[src/rtl/mem_port_arbiter.sv]
// -----------------------------------------------------------------------------
// mem_port_arbiter
//
// Shares one memory port between an instruction-fetch requester (IF) and a
// data-stage requester (D). Only one access is in flight at a time. A grant
// captures the winner's address, write data and operation. The captured values
// then drive the memory port until mem_rdy completes the access. Data wins
// ties by default.
//
// Optional feature: define MEM_ARB_STARVE_GUARD_EN to enable the starvation
// guard. After STARVE_MAX consecutive data grants issued while IF was waiting,
// IF wins the next contested arbitration.
//
// Ports
//   clk, rst              clock (rising edge), synchronous active-high reset
//   if_re, if_addr        fetch read request (held until if_rdy), fetch address
//   if_rdy, if_data       fetch completion pulse, fetch data (0 unless if_rdy)
//   d_re, d_we            data read / write request (held until d_rdy)
//   d_addr, d_wdata       data address, write data
//   d_rdy, d_rdata        data completion pulse, read data (0 unless d_rdy)
//   stall_if, stall_mem   stall for a fetch / data request still waiting
//   mem_addr, mem_wdata   shared memory address, write data
//   mem_re, mem_we        shared memory strobes
//   mem_rdata, mem_rdy    memory read data, access complete (latency >= 1)
// -----------------------------------------------------------------------------
module mem_port_arbiter #(
    parameter int STARVE_MAX = 4
) (
    input  logic        clk,
    input  logic        rst,
    input  logic        if_re,
    input  logic [15:0] if_addr,
    output logic        if_rdy,
    output logic [15:0] if_data,
    input  logic        d_re,
    input  logic        d_we,
    input  logic [15:0] d_addr,
    input  logic [15:0] d_wdata,
    output logic        d_rdy,
    output logic [15:0] d_rdata,
    output logic        stall_if,
    output logic        stall_mem,
    output logic [15:0] mem_addr,
    output logic [15:0] mem_wdata,
    output logic        mem_re,
    output logic        mem_we,
    input  logic [15:0] mem_rdata,
    input  logic        mem_rdy
);

    typedef enum logic [1:0] {
        IDLE    = 2'd0,
        IF_BUSY = 2'd1,
        D_BUSY  = 2'd2
    } state_t;

    state_t      state;
    state_t      stateNext;
    logic [15:0] latAddr;
    logic [15:0] latWdata;
    logic        latWe;
    logic        dReq;
    logic        grantIf;
    logic        grantD;
    logic        starveHit;

    assign dReq = d_re | d_we;

`ifdef MEM_ARB_STARVE_GUARD_EN
    localparam int CNT_W = ($clog2(STARVE_MAX + 1) > 3) ? $clog2(STARVE_MAX + 1) : 3;

    logic [CNT_W-1:0] starveCnt;

    // The count never passes STARVE_MAX: at that value the next contested
    // arbitration goes to IF, and an IF grant clears the count.
    assign starveHit = (starveCnt >= CNT_W'(STARVE_MAX));

    always_ff @(posedge clk) begin
        if (rst) begin
            starveCnt <= '0;
        end else if (grantIf) begin
            starveCnt <= '0;
        end else if (grantD) begin
            starveCnt <= if_re ? starveCnt + 1'b1 : '0;
        end
    end
`else
    // Fixed priority: data always wins. STARVE_MAX has no effect in this
    // build, so this expression is always false.
    assign starveHit = 1'b0 & (STARVE_MAX != 0);
`endif

    // State and grant capture. Requester inputs are sampled only on a grant,
    // so changes while busy never reach the memory port.
    always_ff @(posedge clk) begin
        if (rst) begin
            state    <= IDLE;
            latAddr  <= '0;
            latWdata <= '0;
            latWe    <= 1'b0;
        end else begin
            state <= stateNext;
            if (grantIf) begin
                latAddr  <= if_addr;
                latWdata <= '0;
                latWe    <= 1'b0;
            end else if (grantD) begin
                latAddr  <= d_addr;
                latWdata <= d_wdata;
                latWe    <= d_we;       // a write wins over a simultaneous read
            end
        end
    end

    always_comb begin
        stateNext = state;
        grantIf   = 1'b0;
        grantD    = 1'b0;
        mem_re    = 1'b0;
        mem_we    = 1'b0;
        mem_addr  = '0;
        mem_wdata = '0;
        if_rdy    = 1'b0;
        d_rdy     = 1'b0;
        case (state)
            IDLE: begin
                // mem_rdy is ignored here: no access is outstanding.
                if (if_re && (!dReq || starveHit)) begin
                    grantIf   = 1'b1;
                    stateNext = IF_BUSY;
                end else if (dReq) begin
                    grantD    = 1'b1;
                    stateNext = D_BUSY;
                end
            end
            IF_BUSY: begin
                mem_re    = 1'b1;
                mem_addr  = latAddr;
                mem_wdata = latWdata;
                // A reset in the completing cycle abandons the access, so no
                // completion pulse is reported for it.
                if_rdy    = mem_rdy & ~rst;
                if (mem_rdy) stateNext = IDLE;
            end
            D_BUSY: begin
                mem_re    = ~latWe;
                mem_we    = latWe;
                mem_addr  = latAddr;
                mem_wdata = latWdata;
                d_rdy     = mem_rdy & ~rst;
                if (mem_rdy) stateNext = IDLE;
            end
            default: stateNext = IDLE;
        endcase
    end

    assign if_data   = if_rdy ? mem_rdata : '0;
    assign d_rdata   = d_rdy  ? mem_rdata : '0;
    assign stall_if  = if_re & ~if_rdy;
    assign stall_mem = dReq & ~d_rdy;

endmodule

[config.mk]
export PLATFORM = sky130hd
export DESIGN_NAME = mem_port_arbiter
export DESIGN_NICKNAME = d
export VERILOG_FILES = /design/src/rtl/mem_port_arbiter.sv
export SDC_FILE = /design/constraint.sdc
export NUM_CORES = 1
export LEC_CHECK = 0
export BUFFER_PORTS_ARGS = -buffer_cell sky130_fd_sc_hd__buf_2
export CAP_MARGIN = 20
export CORE_MARGIN = 2
export CORE_UTILIZATION = 45
export CTS_CLUSTER_SIZE = 8
export DETAILED_ROUTE_END_ITERATION = 8
export PLACE_DENSITY = 0.93
export SLEW_MARGIN = 20
export SYNTH_ARGS = -nofsm -noshare
export SYNTH_HDL_FRONTEND = slang
export SYNTH_SLANG_ARGS = --single-unit
export TNS_END_PERCENT = 10
[constraint.sdc]
create_clock -name clk -period 4.6 [get_ports clk]
set_clock_uncertainty 0.1 [all_clocks]
set_input_delay 0.69 -clock clk [delete_from_list [all_inputs] [get_ports clk]]
set_output_delay 0.69 -clock clk [all_outputs]
set_load 0.005 [all_outputs]
* After elaboration in Yosys (flattened, before gate mapping)
Cells that the tools add are included.
** Cells by class
- Muxes and demuxes :: 19
- Bitwise logic cells :: 8
- Equal/unequal tests :: 4
- Reductions and logical operators :: 7
** Operators with widths (number)
- two-way mux 16 bit :: 6
- two-way mux 1 bit :: 8
- two-way mux 2 bit :: 3
- NOT 1 bit :: 4
- one-hot mux 2 bit (2 select lines) :: 1
- OR reduction 2 bit :: 2
- bitwise AND 1 bit :: 3
- != test 3 bit (second input constant) :: 1
- equality test 2 x 1 -> 1 bit (second input constant) :: 1
- equality test 2 bit (second input constant) :: 1
- zero test 2 bit :: 1
- != test 2 x 1 -> 1 bit (second input constant) :: 1
- one-hot mux 1 bit (2 select lines) :: 1
- AND reduction 2 bit :: 1
- nonzero test 2 bit :: 1
- logical AND 1 bit :: 1
- zero test 1 bit :: 1
- bitwise OR 1 bit :: 1
** Storage, ports and cells
- Logic and storage cells :: 42
- Register bits after elaboration :: 35

* Depth between registers and ports, before layout
Gate-level depths: netlist (run 1).
- Depth in word-level cells :: 7
- Mapped depth :: 7

* Least setup slack after synthesis (run 1)
OpenSTA, ideal clock, no wires.
- Path kind :: input port to output port
- From :: input rst
- To :: output if_data[10]
- Slack :: 2.250 ns
- Path buffers :: 3
- Data required time :: 3.810 ns
- Data arrival time :: 1.560 ns
- Stages on the path :: 5
- Cell sequence :: clkbuf_2 > and3b_1 > clkbuf_1 > buf_2 > and2_1
** Between the ends
- Word-level cells in the longest chain between the ends :: 4
** Ends and longest elaborated chain
- start: declaration :: line 30 : input logic rst,
- NOT 1 bit :: line 142 : if_rdy = mem_rdy & ~rst;
- bitwise AND 1 bit :: line 142
- two-way mux 1 bit :: line 125 : case (state)
- via if_rdy :: line 33 : output logic if_rdy,
- two-way mux 16 bit :: line 157 : assign if_data = if_rdy ? mem_rdata : '0;
- end: declaration :: line 34 : output logic [15:0] if_data,
The timed path passes the listed nets, and every way through them passes these cells.

* Final worst setup path (run 1)
- From :: register state[0]
- To :: output mem_addr[15]
** Between the ends
- Word-level cells in the longest chain between the ends :: 3
** Ends and longest elaborated chain
- start: declaration :: line 57 : state_t state;
- start signal: assignment :: line 102 : state <= stateNext;
- equality test 2 bit or equality test 2 x 1 -> 1 bit (tied branches) :: line 125
- OR reduction 2 bit (no line) *
- two-way mux 16 bit * :: line 125
- end: declaration :: line 43 : output logic [15:0] mem_addr,
Mark *: on every way between the ends. The rest lies on a longest branch, timed or not.

==> results.md, run 1 <==
- Largest delay contributor family on the critical path: adder cells
- Total CTS buffers: 5
- Met3 Use GR: 0.0470
- Commonest cells in the netlist: and2_1 (65), dfxtp_1 (35), nand2_1 (35)
- Global-route wire length before repair: 8980 um
- Crit path required time: 3.81 ns
- Post-synth top area cell: dfxtp_1
- Power per Cell Area: 296 mW/mm^2
- Synth async-reset ratio: 0
- Footprint of the multi-input gates: 0.00118 mm^2
- P_leak: 1.43 nW
- Core Region: 0.00432 mm^2
- Largest net degree at the start of global routing: 36
- YS warnings: 0
- Mapped Cells: 253
- Clk buf depth: 2
- Endpoints failing setup: 0
- Met1 GRT Util: 0.259
- Ant. Diodes: 0
- Hold buffers post-CTS: 0
- Final Hold Vio Count: 0
- Worst-Skew Late Latency: 0.28 ns
- Pins Over Slew Limit: 0
- Setup TNS: 0 ns
- Sequential area share after synthesis: 0.348
- Synth-to-Final Area Change: 36.7%
- Global route total overflow: 0
- Slowest stage delay, CP: 0.87 ns
- CP bufs+invs: 2
- VDD IR-drop max: 0.202 mV
- Clk root buf: clkbuf_8
- DRC violations left: 0
- Hold depth: 2
- Count leader, synth: and2_1
- Hold_sp: latWdata[8]$_SDFFE_PP0P_
- I/O pin cnt: 140
- Initial Util: 0.466
- Flops & latches, synth: 35
- Die X: 70.9 um
- Period utilization: 0.600
- Chip height: 70.9 um
- Layout cells sized above 1: 0.401
- TritonCTS clock tree: yes
- Detail Route Antenna Nets: 0
- Layout Nets: 449
- Via count: 2227
- Number of max-cap violations: 0
- Hold Crit Class: reg2reg
- DR pass1 iterations: 4
- Post-CTS Resized: 0
- Vias in the first global route: 1990
- Via/cell ratio: 5.19
- Post-synth EDFFs: 0
- Fmax: 362 MHz
- Synth cell types: 28
- Share of the synthesized area in the top cell type: 0.348
- Initial antenna violation count: 0
- CP max FO: 35
- Hpwl dp: 4330 um
- GRT met2 Usage: 0.410
- Status: finished, final reports clean
- Rows: 24
- Cells along the critical path: inv_1 -> ha_1 -> and2_1 -> buf_2
- Reg2reg setup slack: 2.65 ns
- Post-synthesis net count: 326
- Crit end category: output pin
- Final Critical Period: 2.76 ns
- Tightest Pin Transition: 0.875 ns
- Setup bufs post-CTS: 0
- R2R Path Start: state[0]$_SDFFE_PP0P_
- Synth area leaders: dfxtp_1 (35%), and2_1 (20%), nand2_1 (6.5%)
- Starting DRT DRC Count: 61
- Most used DFF post-synth: dfxtp_1
- Critical path class: reg2out
- Fillers: 386
- Reg2Reg Capture Point: state[1]$_SDFFE_PP0P_
- Flip-flop and latch area: 701 um^2
- Netlist Area Pre-Place: 0.00201 mm^2
- R2R cell count: 5
- Final Util: 0.637
- Slowest cell on crit path: ha_1
- Grt peak-use layer: met2
- Routability congestion estimate: 0.722
- Die area: 0.00502 mm^2
- Clock transition at path regs: 0.07 ns
- TritonCTS Sinks: 35
- IO Port Bufs: 139
- RSZ-0062 raised after global routing: false
- H-tree Lvls: 2
- Gr usage total: 0.221
- Routed len/inst: 13.6 um
- WHS Endpoint: latWdata[8]$_SDFFE_PP0P_
- Final wirelength: 5850 um
- Startpoint Class: register
- Slew HR: 0.417
- CP arrival: 1.97 ns
- Syn avg cell area: 7.96 um^2
[logic make-up (layout without fill, tap and decap cells)]
logic type | Yosys count | in the layout | synth area share
buf+inv | 25 | 149 | 0.0640
simple gates | 118 | 118 | 0.323
fa+ha+maj | 3 | 3 | 0.0186
flops | 35 | 35 | 0.348
compound gates | 72 | 72 | 0.247
[layer usage]
layer	wire length (um)	vias up
met4	19	0
met3	496	2
met2	3000	106
met1	2330	1016
met5	0	-
li1	-	1103
[per-stage QoR]
| step | hold WS [ns] | power (mW) | instance area, um^2 | setup slack (ns) | std cells |
|---|---|---|---|---|---|
| 2_1_floorplan | 0.324 | 0.498 | 2010 | 2.25 | 253 |
| 3_3_place_gp | 0.337 | 0.570 | 2650 | 2.09 | 421 |
| 5_1_grt | 0.373 | 0.859 | 2750 | 1.69 | 429 |
| 4_1_cts | 0.356 | 0.821 | 2750 | 1.80 | 429 |
| 3_5_place_dp | 0.343 | 0.579 | 2650 | 2.06 | 421 |
| 6_report | 0.352 | 0.814 | 2750 | 1.84 | 429 |
[where the power goes]
part	total (mW)	switching, mW	internal, mW
clock network	0.243	0.106	0.137
registers	0.355	0.0170	0.338
logic	0.217	0.124	0.0932
[area by class of cell]
| cell class | count | area share |
|---|---|---|
| multi-input combinational | 193 | 0.430 |
| sequential | 35 | 0.255 |
| timing repair buffer | 139 | 0.253 |
| clock buffer | 8 | 0.0364 |
| tap | 52 | 0.0236 |
| inverter | 2 | 0.00273 |
[layout by cell type, fill, tap and decap left out, drive strengths merged]
cell type,Yosys,routed
nor2,6,6
nor3,1,1
o21a,16,16
a31oi,14,14
nand3b,2,2
ha,3,3
and2,65,65
nand2b,2,2
a31o,1,1
buf,14,139
a21oi,21,21
nand2,35,35
nor2b,4,4
inv,2,2
dfxtp,35,35
a2111oi,2,2
o2bb2ai,14,14
clkbuf,9,8
o21ai,4,4
or3,1,1
and3b,2,2
[registers in the layout, indices dropped and copies added, names as in the netlist]
| name | cells |
|---|---|
| state | 2 |
| latWdata | 16 |
| latWe | 1 |
| latAddr | 16 |
[worst register-to-register path: stages, from the launching register on]
cell,delay [ns]
dfxtp_1,0.37
inv_1,0.08
ha_1,0.87
nor2b_1,0.26
o21ai_0,0.11
a21oi_1,0.11
[worst max path at each step]
| stage | start | end | slack, ns | depth (start not counted) |
|---|---|---|---|---|
| 4_1_cts | state[0]$_SDFFE_PP0P_ | mem_addr[15] | 1.80 | 4 |
| 6_report | state[0]$_SDFFE_PP0P_ | mem_addr[15] | 1.84 | 4 |
| 3_5_place_dp | d_we | stall_mem | 2.06 | 4 |
| 5_1_grt | state[0]$_SDFFE_PP0P_ | mem_addr[15] | 1.69 | 4 |
| 2_1_floorplan | rst | if_data[10] | 2.25 | 5 |
| 3_3_place_gp | d_we | stall_mem | 2.09 | 4 |
Power figures use the tool's default switching activity.
==> inputs of run 2 (changes only) <==
- ABC_AREA: not set -> 1
- CORE_UTILIZATION: 45 -> 38
- PLACE_DENSITY: 0.93 -> 0.84
- clock period: 4.6 -> 2.28 ns (I/O delays scaled with it)
==> run 2 against run 1 <==
  * Sequential share of layout area down 1.8 points
  * Utilization down 9.2 points
  * Critical path depth up 2
  * Via count up 15%
  * Power up 110%
  * Final cell count up 34%
  * First-iteration DRC count up 30%
  * Count of clock-buffer cells in the layout down 3
  * Worst hold slack worse by 0.16 ns
  * Critical path type unchanged
  * Critical endpoint is now mem_wdata[11]
==> results.md, run 2 <==
- Sequential area share after synthesis: 0.331
- DR pass1 iterations: 4
- DRC violations left: 0
- CP max FO: 19
- Final wirelength: 5960 um
- Detail Route Antenna Nets: 0
- Crit path required time: 1.84 ns
- Global route total overflow: 0
- Count leader, synth: nand2_1
- Final instance area: 0.00296 mm^2
- Biggest registers after layout: latAddr x16, latWdata x16, state x2
- Setup TNS: 0 ns
- Total CTS buffers: 5
- Via/cell ratio: 4.43
- Tightest Pin Transition: 0.966 ns
- Clk root buf: clkbuf_8
- Syn avg cell area: 5.71 um^2
- Chip height: 78.6 um
- Hold Crit Class: in2reg
- H-tree Lvls: 2
- Vias in the first global route: 2402
- Clk buf depth: 2
- Clock transition at path regs: 0.08 ns
- Synth cell types: 19
- Rows: 27
- Routed len/inst: 10.4 um
- Die area: 0.00618 mm^2
- TritonCTS Sinks: 35
- P_leak: 2.06 nW
- VDD IR-drop max: 0.287 mV
- Crit end category: output pin
- Final Util: 0.545
- Largest net degree at the start of global routing: 42
- IO Port Bufs: 139
- Ant. Diodes: 0
- Period utilization: 0.909
- Post-DP Area: 0.00285 mm^2
- Initial Util: 0.389
- Endpoints failing setup: 0
- Worst Hold Slack: 0.189 ns
- Final Hold Vio Count: 0
- Via count: 2550
- Most frequent cells in the layout: nand2_1 (139), buf_2 (139), inv_1 (79)
- I/O pin cnt: 140
- TritonCTS clock tree: yes
- Hpwl dp: 4600 um
- Flops & latches, synth: 35
- Layout Nets: 576
- Layout cells sized above 1: 0.317
- Pins Over Slew Limit: 0
- Gr usage total: 0.193
- Die X: 78.6 um
- YS warnings: 0
- Post-synthesis net count: 444
- Worst-Skew Late Latency: 0.29 ns
- Fmax: 482 MHz
- Synth-to-Final Area Change: 39.9%
- Initial antenna violation count: 0
- Final Critical Period: 2.07 ns
- Most used DFF post-synth: dfxtp_1
- Synth async-reset ratio: 0
- CP arrival: 1.63 ns
- Status: finished, final reports clean
- Share of the synthesized area in the top cell type: 0.331
- Core Region: 0.00544 mm^2
- Post-synth EDFFs: 0
- Slew HR: 0.354
- Hold buffers post-CTS: 0
- Commonest cells in the netlist: nand2_1 (139), inv_1 (79), a21oi_1 (35), dfxtp_1 (35), nor2_1 (35)
- Number of max-cap violations: 0
- Startpoint Class: register
- Routability congestion estimate: 0.772
- Mapped Cells: 371
- Synth area leaders: dfxtp_1 (33%), nand2_1 (25%), inv_1 (14%)
- Global-route wire length before repair: 9730 um
- Post-synth top area cell: dfxtp_1
- Critical path class: reg2out
- Starting DRT DRC Count: 79
- Power per Cell Area: 573 mW/mm^2
- Netlist Area Pre-Place: 0.00212 mm^2
- RSZ-0062 raised after global routing: false
run 2: cell types whose count changed after synthesis, moves of 4 or more:
cell       before  now
o2bb2ai_1      14    0
a31oi_1        14    0
nor2b_1         4    0
a21oi_1        20   35
inv_1           2   79
o21a_1         16    1
and2_1         65    0
nand2_1        35  139
nor2_1          5   35
nand3_1         0   17
run 2: per-layer routing:
| metal | vias to the layer above | routed length [um] | track usage |
|---|---|---|---|
| met3 | 10 | 515 | 0.0402 |
| met2 | 107 | 3000 | 0.376 |
| met5 | - | 0 | 0 |
| met1 | 1094 | 2340 | 0.196 |
| met4 | 0 | 106 | 0.0789 |
| li1 | 1339 | - | - |
run 2: repair_timing:
item	CTS	global route
setup buffers	0	0
setup endpoints to repair	0	5
resized for setup	0	1
run 2: final timing paths:
path | slack (ns) | start | end | cells past startpoint
max | 0.21 | state[1]$_SDFFE_PP0P_ | mem_wdata[11] | 6
min | 0.19 | d_wdata[15] | latWdata[15]$_SDFFE_PP0P_ | 3
max reg2reg | 0.52 | state[0]$_SDFFE_PP0P_ | latWdata[2]$_SDFFE_PP0P_ | 6
min reg2reg | 0.37 | latWdata[7]$_SDFFE_PP0P_ | latWdata[7]$_SDFFE_PP0P_ | 2
run 2: through the flow:
| step | setup WS, ns | total power [mW] | cells |
|---|---|---|---|
| finish | 0.207 | 1.70 | 576 |
| global route | 0.0608 | 1.80 | 576 |
| CTS | 0.104 | 1.71 | 576 |
| detailed placement | 0.233 | 1.15 | 568 |
| global placement | 0.271 | 1.14 | 568 |
| floorplan | 0.578 | 0.985 | 371 |
run 2: where the power goes:
part	total (mW)	internal (mW)	switching, mW
logic	0.436	0.174	0.262
registers	0.699	0.669	0.0293
clock network	0.563	0.326	0.238
run 2: area by class of cell:
class | count | area (um^2)
Sequential cell | 35 | 701
Multi-Input combinational cell | 237 | 1030
Tap cell | 72 | 90.1
Fill cell | 559 | 2480
Clock buffer | 5 | 68.8
Inverter | 81 | 307
Clock inverter | 3 | 43.8
Timing Repair Buffer | 143 | 726
run 2: cells by family (layout without fill, tap and decap cells):
logic type | count (synthesis) | after routing | synth area share
AND/OR/NAND/NOR | 196 | 196 | 0.369
buffers and inverters | 99 | 232 | 0.189
AO/OA/AOI/OAI | 38 | 38 | 0.0928
flip-flops | 35 | 35 | 0.331
adder cells (fa/ha/maj) | 3 | 3 | 0.0177
run 2: worst max-delay path, cell delays in order (launching register included):
cell	delay (ns)
dfxtp_1	0.36
inv_1	0.07
ha_2	0.42
buf_4	0.25
nand2_1	0.09
inv_1	0.05
buf_2	0.10
==> inputs of run 3 (changes only) <==
- CORE_UTILIZATION: 38 -> 45
- PLACE_DENSITY: 0.84 -> 0.92
- RECOVER_POWER: not set -> 25
- clock period: 2.28 -> 2.4 ns (I/O delays scaled with it)
==> run 3 against run 2 <==
  * Utilization increased by 11 points
  * Sequential share of layout area rose by 0.53 points
  * Final area decreased by 2.2%
  * Critical path depth is the same
  * Largest cell class unchanged
  * Largest power group unchanged
==> results.md, run 3 (synthesis gave the netlist of run 2 again) <==
- CP endpoint: mem_addr[15]
- CP arrival: 1.69 ns
- Critical path class: reg2out
- Most common cell after layout, fill and taps aside: nand2_1
- Startpoint Class: register
- Ant. Diodes: 0
- Slew HR: 0.484
- Chip height: 72.6 um
- Largest net degree at the start of global routing: 33
- Worst setup margin: 0.248 ns
- Critical path depth: 6
- Footprint of the multi-input gates: 0.00102 mm^2
- Number of max-cap violations: 0
- Die X: 72.6 um
- Initial antenna violation count: 0
- Period utilization: 0.897
- Initial Util: 0.476
- Post-CTS Resized: 0
- Status: finished, final reports clean
- Via count: 2592
- Clock transition at path regs: 0.07 ns
- Pins Over Slew Limit: 0
- Total CTS buffers: 5
- H-tree Lvls: 2
- Tightest Pin Transition: 0.770 ns
- Routed len/inst: 10.6 um
- Reg2Reg Capture Point: latWdata[10]$_SDFFE_PP0P_
- Rows: 24
- DR pass1 iterations: 4
- Global-route wire length before repair: 9310 um
- Layout cells sized above 1: 0.312
- Synth-to-Final Area Change: 36.8%
- DRC violations left: 0
- Fmax: 465 MHz
- Hpwl dp: 4560 um
- Most frequent CP cell: inv_1
- Most frequent cells in the layout: nand2_1 (139), buf_2 (138), inv_1 (79)
- Final Hold Vio Count: 0
- Hold buffers post-CTS: 0
- R2R cell count: 7
- IO Port Bufs: 139
- Core Region: 0.00444 mm^2
- Slowest stage delay, CP: 0.47 ns
- Worst Setup SP: state[1]$_SDFFE_PP0P_
- Slowest cell on crit path: ha_1
- Power per Cell Area: 512 mW/mm^2
- Starting DRT DRC Count: 134
- Hold Crit Class: in2reg
- Via/cell ratio: 4.67
- Detail Route Antenna Nets: 0
- Vias in the first global route: 2266
- Crit end category: output pin
- Post-placement worst setup slack: 0.437 ns
- Global route total overflow: 0
- Endpoints failing setup: 0
- Power, Total: 1.48 mW
- Die area: 0.00527 mm^2
- VDD IR-drop max: 0.338 mV
- TritonCTS Sinks: 35
- CP max FO: 13
- I/O pin cnt: 140
- RSZ-0062 raised after global routing: false
- Layout Nets: 575
- Final Critical Period: 2.15 ns
- Fillers: 432
- Largest delay contributor family on the critical path: buffers and inverters
- Setup TNS: 0 ns
- Setup bufs post-CTS: 0
- Routability congestion estimate: 0.835
- CP bufs+invs: 4
- Reg2reg setup slack: 0.43 ns
- Final wirelength: 5880 um
- TritonCTS clock tree: yes
- Gr usage total: 0.220
- Clk root buf: clkbuf_8
- Crit path required time: 1.94 ns
- P_leak: 2.04 nW
- Cells along the critical path: inv_1 -> ha_1 -> buf_4 -> nand2_1 -> inv_1 -> buf_2
- Flip-flop and latch area: 701 um^2
- Clk buf depth: 2
- R2R Path Start: state[0]$_SDFFE_PP0P_
- Post-DP Area: 0.00281 mm^2
- Final Util: 0.652
- Biggest registers after layout: latAddr x16, latWdata x16, state x2
- Final instance area: 0.00290 mm^2
- Worst-Skew Late Latency: 0.28 ns
-- run 3: cell types whose count changed in the layout (fill, tap and decap cells not counted), sizes merged --
cell	before	now
clkbuf	5	6
buf	143	141
clkinv	2	3
bufinv	1	0
-- run 3: worst min-delay path: stages --
cell and delay, ns:
buf_2 0.09, nand2_1 0.05, a21oi_1 0.05
-- run 3: worst min path at each step --
| stage | from | endpoint | slack, ns | cells after the start |
|---|---|---|---|---|
| after floorplan | latWdata[10]$_SDFFE_PP0P_ | latWdata[10]$_SDFFE_PP0P_ | 0.34 | 2 |
| after global placement | latWdata[8]$_SDFFE_PP0P_ | latWdata[8]$_SDFFE_PP0P_ | 0.35 | 2 |
| after detailed placement | latWdata[9]$_SDFFE_PP0P_ | latWdata[9]$_SDFFE_PP0P_ | 0.36 | 2 |
| after CTS | d_wdata[12] | latWdata[12]$_SDFFE_PP0P_ | 0.21 | 3 |
| after global routing | d_wdata[12] | latWdata[12]$_SDFFE_PP0P_ | 0.22 | 3 |
| final | d_wdata[12] | latWdata[12]$_SDFFE_PP0P_ | 0.22 | 3 |
-- run 3: report_power, final --
group | internal (mW) | leakage (nW) | switching [mW]
registers | 0.636 | 0.289 | 0.0292
logic | 0.160 | 1.70 | 0.249
clock network | 0.198 | 0.0477 | 0.209
total | 0.995 | 2.04 | 0.487
-- run 3: area by class of cell --
cell class / count / share of cell area
multi-input cells: 237 / 0.353
repair buffers: 142 / 0.248
flip-flops and latches: 35 / 0.242
inverters: 81 / 0.106
clock buffers: 5 / 0.0238
well taps: 52 / 0.0225
clock inverters: 3 / 0.00518
-- run 3: layer usage --
| layer | GRT usage | up-vias | routed length (um) |
|---|---|---|---|
| li1 | - | 1337 | - |
| met1 | 0.247 | 1123 | 2340 |
| met2 | 0.409 | 122 | 2920 |
| met3 | 0.0456 | 10 | 523 |
| met4 | 0.0761 | 0 | 101 |
| met5 | 0 | - | 0 |
-- run 3: stage by stage --
stage | hold slack [ns] | std cells
2_1_floorplan | 0.344 | 371
3_3_place_gp | 0.352 | 547
3_5_place_dp | 0.356 | 547
4_1_cts | 0.208 | 555
5_1_grt | 0.217 | 555
6_report | 0.216 | 555
